$ cat config.mk
export PLATFORM = sky130hd
export DESIGN_NAME = heartbeat_analyzer
export DESIGN_NICKNAME = d
export VERILOG_FILES = /design/src/rtl/heartbeat_analyzer.sv
export SDC_FILE = /design/constraint.sdc
export NUM_CORES = 1
export LEC_CHECK = 0
export CAP_MARGIN = 40
export CELL_PAD_IN_SITES_DETAIL_PLACEMENT = 0
export CELL_PAD_IN_SITES_GLOBAL_PLACEMENT = 1
export CORE_ASPECT_RATIO = 1.5
export CORE_MARGIN = 2
export CORE_UTILIZATION = 40
export DETAILED_ROUTE_END_ITERATION = 12
export GPL_TIMING_DRIVEN = 0
export PLACE_DENSITY = 0.83
export SLEW_MARGIN = 40
export SYNTH_ARGS = -nofsm -noshare
export SYNTH_HDL_FRONTEND = slang
export SYNTH_SLANG_ARGS = --single-unit
$ cat constraint.sdc
create_clock -name clk -period 2.8 [get_ports clk]
set_input_delay 0.28 -clock clk [delete_from_list [all_inputs] [get_ports clk]]
set_output_delay 0.28 -clock clk [all_outputs]
set_load 0.01 [all_outputs]
$ cat src/rtl/heartbeat_analyzer.sv
// Heartbeat presence and rhythm-regularity detector for the AED front end.
// Qualifies R-wave edges against a refractory window and tracks inter-beat intervals.
module heartbeat_analyzer #(
   parameter int TICK_W  = 12,
   parameter int REFRACT = 50,
   parameter int MIN_IBI = 300,
   parameter int MAX_IBI = 1500,
   parameter int TOL     = 125,
   parameter int NREG    = 4,
   parameter int TIMEOUT = 2000
) (
   input  logic              clk,
   input  logic              reset,
   input  logic              tick,
   input  logic              beat,
   output logic              H,
   output logic              R,
   output logic [TICK_W-1:0] ibi,
   output logic              ibi_valid
);

   localparam int CNT_W = $clog2(NREG + 1);
   localparam logic [TICK_W-1:0] REFRACT_T = TICK_W'(REFRACT);
   localparam logic [TICK_W-1:0] MIN_T     = TICK_W'(MIN_IBI);
   localparam logic [TICK_W-1:0] MAX_T     = TICK_W'(MAX_IBI);
   localparam logic [TICK_W-1:0] TIMEOUT_T = TICK_W'(TIMEOUT);
   localparam logic [TICK_W:0]   TOL_T     = (TICK_W + 1)'(TOL);
   localparam logic [CNT_W-1:0]  NREG_C    = CNT_W'(NREG);

   typedef enum logic [1:0] {IDLE = 2'd0, ACQUIRE = 2'd1, TRACK = 2'd2} state_t;

   // Extra bit keeps the magnitude exact for any pair of TICK_W-bit intervals.
   function automatic logic [TICK_W:0] abs_diff(input logic [TICK_W-1:0] a,
                                                input logic [TICK_W-1:0] b);
      if (a >= b) return {1'b0, a} - {1'b0, b};
      else        return {1'b0, b} - {1'b0, a};
   endfunction

   function automatic logic [CNT_W-1:0] sat_inc(input logic [CNT_W-1:0] c);
      if (c >= NREG_C) return NREG_C;
      else             return c + CNT_W'(1);
   endfunction

   state_t            state, state_nxt;
   logic              beat_q;
   logic              beat_rise, accept, timeout, in_range, qualify, load_ibi;
   logic [TICK_W-1:0] ivl, ivl_nxt, prev;
   logic [CNT_W-1:0]  good_cnt, good_nxt;

   assign beat_rise = beat & ~beat_q;
   assign accept    = beat_rise && ((state == IDLE) || (ivl >= REFRACT_T));
   assign timeout   = (ivl >= TIMEOUT_T);
   assign in_range  = (ivl >= MIN_T) && (ivl <= MAX_T);
   assign qualify   = in_range && (abs_diff(ivl, prev) <= TOL_T);

   always_comb begin
      if (accept)                         ivl_nxt = '0;
      else if (tick && (ivl < TIMEOUT_T)) ivl_nxt = ivl + TICK_W'(1);
      else                                ivl_nxt = ivl;
   end

   // An accepted beat wins over a coincident timeout.
   always_comb begin
      state_nxt = state;
      good_nxt  = good_cnt;
      load_ibi  = 1'b0;
      case (state)
         IDLE: begin
            if (accept) state_nxt = ACQUIRE;
         end
         ACQUIRE: begin
            if (accept) begin
               state_nxt = TRACK;
               load_ibi  = 1'b1;
               good_nxt  = in_range ? CNT_W'(1) : '0;
            end else if (timeout) begin
               state_nxt = IDLE;
            end
         end
         TRACK: begin
            if (accept) begin
               load_ibi = 1'b1;
               good_nxt = qualify ? sat_inc(good_cnt) : '0;
            end else if (timeout) begin
               state_nxt = IDLE;
               good_nxt  = '0;
            end
         end
         default: state_nxt = IDLE;
      endcase
   end

   // beat_q presets high so a level already present at reset release is not an edge.
   always_ff @(posedge clk) begin
      if (reset) begin
         state     <= IDLE;
         beat_q    <= 1'b1;
         ivl       <= '0;
         prev      <= '0;
         good_cnt  <= '0;
         ibi       <= '0;
         ibi_valid <= 1'b0;
         H         <= 1'b0;
         R         <= 1'b0;
      end else begin
         state     <= state_nxt;
         beat_q    <= beat;
         ivl       <= ivl_nxt;
         good_cnt  <= good_nxt;
         ibi_valid <= load_ibi;
         if (load_ibi) begin
            ibi  <= ivl;
            prev <= ivl;
         end
         H <= (state == TRACK);
         R <= (state == TRACK) && (good_cnt == NREG_C);
      end
   end

endmodule
==> impl_metrics.yaml <==
floorplan:
  core_area_mm2: 0.00690
  die_x_um: 73.1
  fp.dieH_um: 108
  initial_core_util_pct: 41.5
  io_pins: 19
  num_rows: 37
  dieArea_mm2: 0.00787
timing:
  min_period_ns: 2.99
  tns_ns: -0.478
  skew_ns: 0.00705
  finalSetupViolCount: 3
  hold_viol_final: 0
  worst_slack_ns: -0.187
  worst_pin_slew_ns: 0.545
  drv_slew: 0
  rsz0062_at_grt: "true"
  holdWs_ns: 0.487
  slew_headroom_pct: 63.7
  timing.fmax_mhz: 335
  finalCritPeriodShare_pct: 107
yosys:
  syn_inst: 376
  synth_cell_types: 56
  synth_nets: 415
  synth_seq_area_share_pct: 23.1
  avgSynthCellArea_um2: 7.62
  synth-edff-count: 0
  synth_flop_cell: "dfxtp_1"
  async_flop_share_pct: 0
  synth_warnings: 0
  ys_ff_latch: 33
  synth_area_mm2: 0.00287
clock_tree:
  cts_tree: "yes"
  numCtsBuffers: 5
  clockBufferDepth: 2
  cts_sinks: 33
  clkTransAtPathRegs_ns: 0.07
  root_buffer: "clkbuf_8"
  clock_latency_ns: 0.29
  cts_max_level: 2
power_and_ir_drop:
  power.total_mw: 1.13
  leakage_nw: 1.42
  powerDensity_mw_per_mm2: 321
  ir_worst_vdd_mv: 0.360
final_layout:
  n_antenna_cell: 0
  fillerInstances: 675
  drive_above_1_share_pct: 19.3
  final-seq-area_um2: 686
  layout_common_cells: "nor2_1, inv_1, ha_1"
  fin_area_mm2: 0.00352
  utilization_pct: 51.0
  fin_nets: 447
  area_growth_pct: 22.8
  multi_input_area_mm2: 0.00215
  final_common_cell: "nor2_1"
job:
  cap_violations: 0
drt:
  drt_iter0_markers: 133
  routed_wl_um: 7810
  drcViolationCount: 0
  drtAntennaViolNets: 0
  post_drt_via_cell_ratio: 5.67
  wl_per_cell_um: 16.0
  vias: 2763
  dr.pass1.iters: 4
critical_path:
  required_ns: 2.98
  worstSetupPathType: "reg -> reg"
  crit_arrival_ns: 3.17
  crit_path_max_fanout: 10
  end_kind: "register"
  start_kind: "register"
global_route:
  gr-total-overflow: 0
  grt_max_degree: 11
  grt_pass1_vias: 2752
  grt_pass1_wl_um: 12600
  grt_util_all_layers_pct: 20.5
  antenna_found_initial: 0
outcome:
  violations: "setup timing"
  status: "finished with violations"
placed_design:
  port_buffers: 18
  placed_area_mm2: 0.00315
  dp_hpwl_um: 5910
  place.gp.congestion: 0.858
worst_hold_path:
  hp-class: "reg -> reg"
[report_power, final]
part	internal (mW)	total (mW)	switching, mW
Clock	0.290	0.465	0.175
Combinational	0.0867	0.184	0.0972
Sequential	0.474	0.483	0.00813
Total	0.851	1.13	0.280
[kinds of logic (layout without fill, tap and decap cells)]
logic type               count (synthesis)  after routing  synth area share, %
AND/OR/NAND/NOR                        135            135                 22.3
flip-flops                              33             33                 23.1
XOR/XNOR                                16             16                 4.89
AO/OA/AOI/OAI                          100            100                 24.3
adder cells (fa/ha/maj)                 35             35                 15.8
buffers and inverters                   51             84                 7.51
multiplexers                             6              6                 2.10
[sequential cells by signal (all words and copies together) (netlist names)]
signal     cells
ivl           12
prev          12
H              1
good_cnt       3
state          2
ibi_valid      1
beat_q         1
R              1
[critical path: stages (launching register included)]
cell and delay [ns]:
dfxtp_2 0.36, inv_1 0.08, ha_4 0.29, buf_6 0.14, nand4_1 0.21, nor4_4 0.39
a211o_4 0.18, buf_4 0.12, a21oi_1 0.04, nor3_1 0.33, o32ai_4 0.18, o211ai_2 0.12
buf_4 0.16, nor3_2 0.04, o31a_1 0.23
[stage by stage]
| stage | setup WS [ns] | cells |
|---|---|---|
| after detailed placement | -0.388 | 472 |
| after global placement | -0.329 | 472 |
| after floorplan | 0.0263 | 376 |
| after global routing | -0.255 | 487 |
| after CTS | -0.125 | 484 |
| final | -0.187 | 487 |
[per-layer routing]
layer	wire, um	part of all wire [%]	track usage, %
met5	0	0	0
met4	306	3.9	11.1
met3	223	2.9	2.72
met2	4120	53	37.4
met1	3160	40	22.0
[final timing paths]
kind / from / end / slack [ns] / cells past startpoint
worst max-delay path: prev[6] / good_cnt[0] / -0.19 / 14
worst min-delay path: good_cnt[1] / good_cnt[1] / 0.49 / 2
worst max register to register: prev[6] / good_cnt[0] / -0.19 / 14
worst min register to register: good_cnt[1] / good_cnt[1] / 0.49 / 2
[synth_stat cells (5+ instances only)]
| master | n | area share [%] |
|---|---|---|
| nor2_1 | 58 | 7.6 |
| inv_1 | 35 | 4.6 |
| dfxtp_1 | 33 | 23 |
| ha_1 | 33 | 14 |
| a21oi_1 | 31 | 5.4 |
| nand2_1 | 19 | 2.5 |
| o21ai_0 | 14 | 2.4 |
| nand3_1 | 13 | 2.3 |
| nor3_1 | 11 | 1.9 |
| xnor2_1 | 11 | 3.4 |
| clkbuf_1 | 8 | 1.0 |
| a211oi_1 | 7 | 1.8 |
| a21o_1 | 7 | 1.8 |
| nand2b_1 | 7 | 1.5 |
| a31oi_1 | 6 | 1.3 |
| mux2i_1 | 6 | 2.1 |
| nor2b_1 | 6 | 1.3 |
| o21a_1 | 5 | 1.3 |
| xor2_1 | 5 | 1.5 |
[timing repair]
item	CTS	global route
hold buffers	0	0
setup buffers	4	3
setup endpoints to repair	3	8
endpoints found under the hold margin	0	0
pin swaps	14	7
resized for setup	43	16
[area by class of cell]
type	instances	area share (%)
clock inverter	1	0.853
tap	78	2.77
inverter	35	3.81
multi-input combinational	292	61.1
buffer	16	2.95
timing repair buffer	25	6.61
clock buffer	7	2.45
sequential	33	19.5
(Power assumes the default switching activity.)
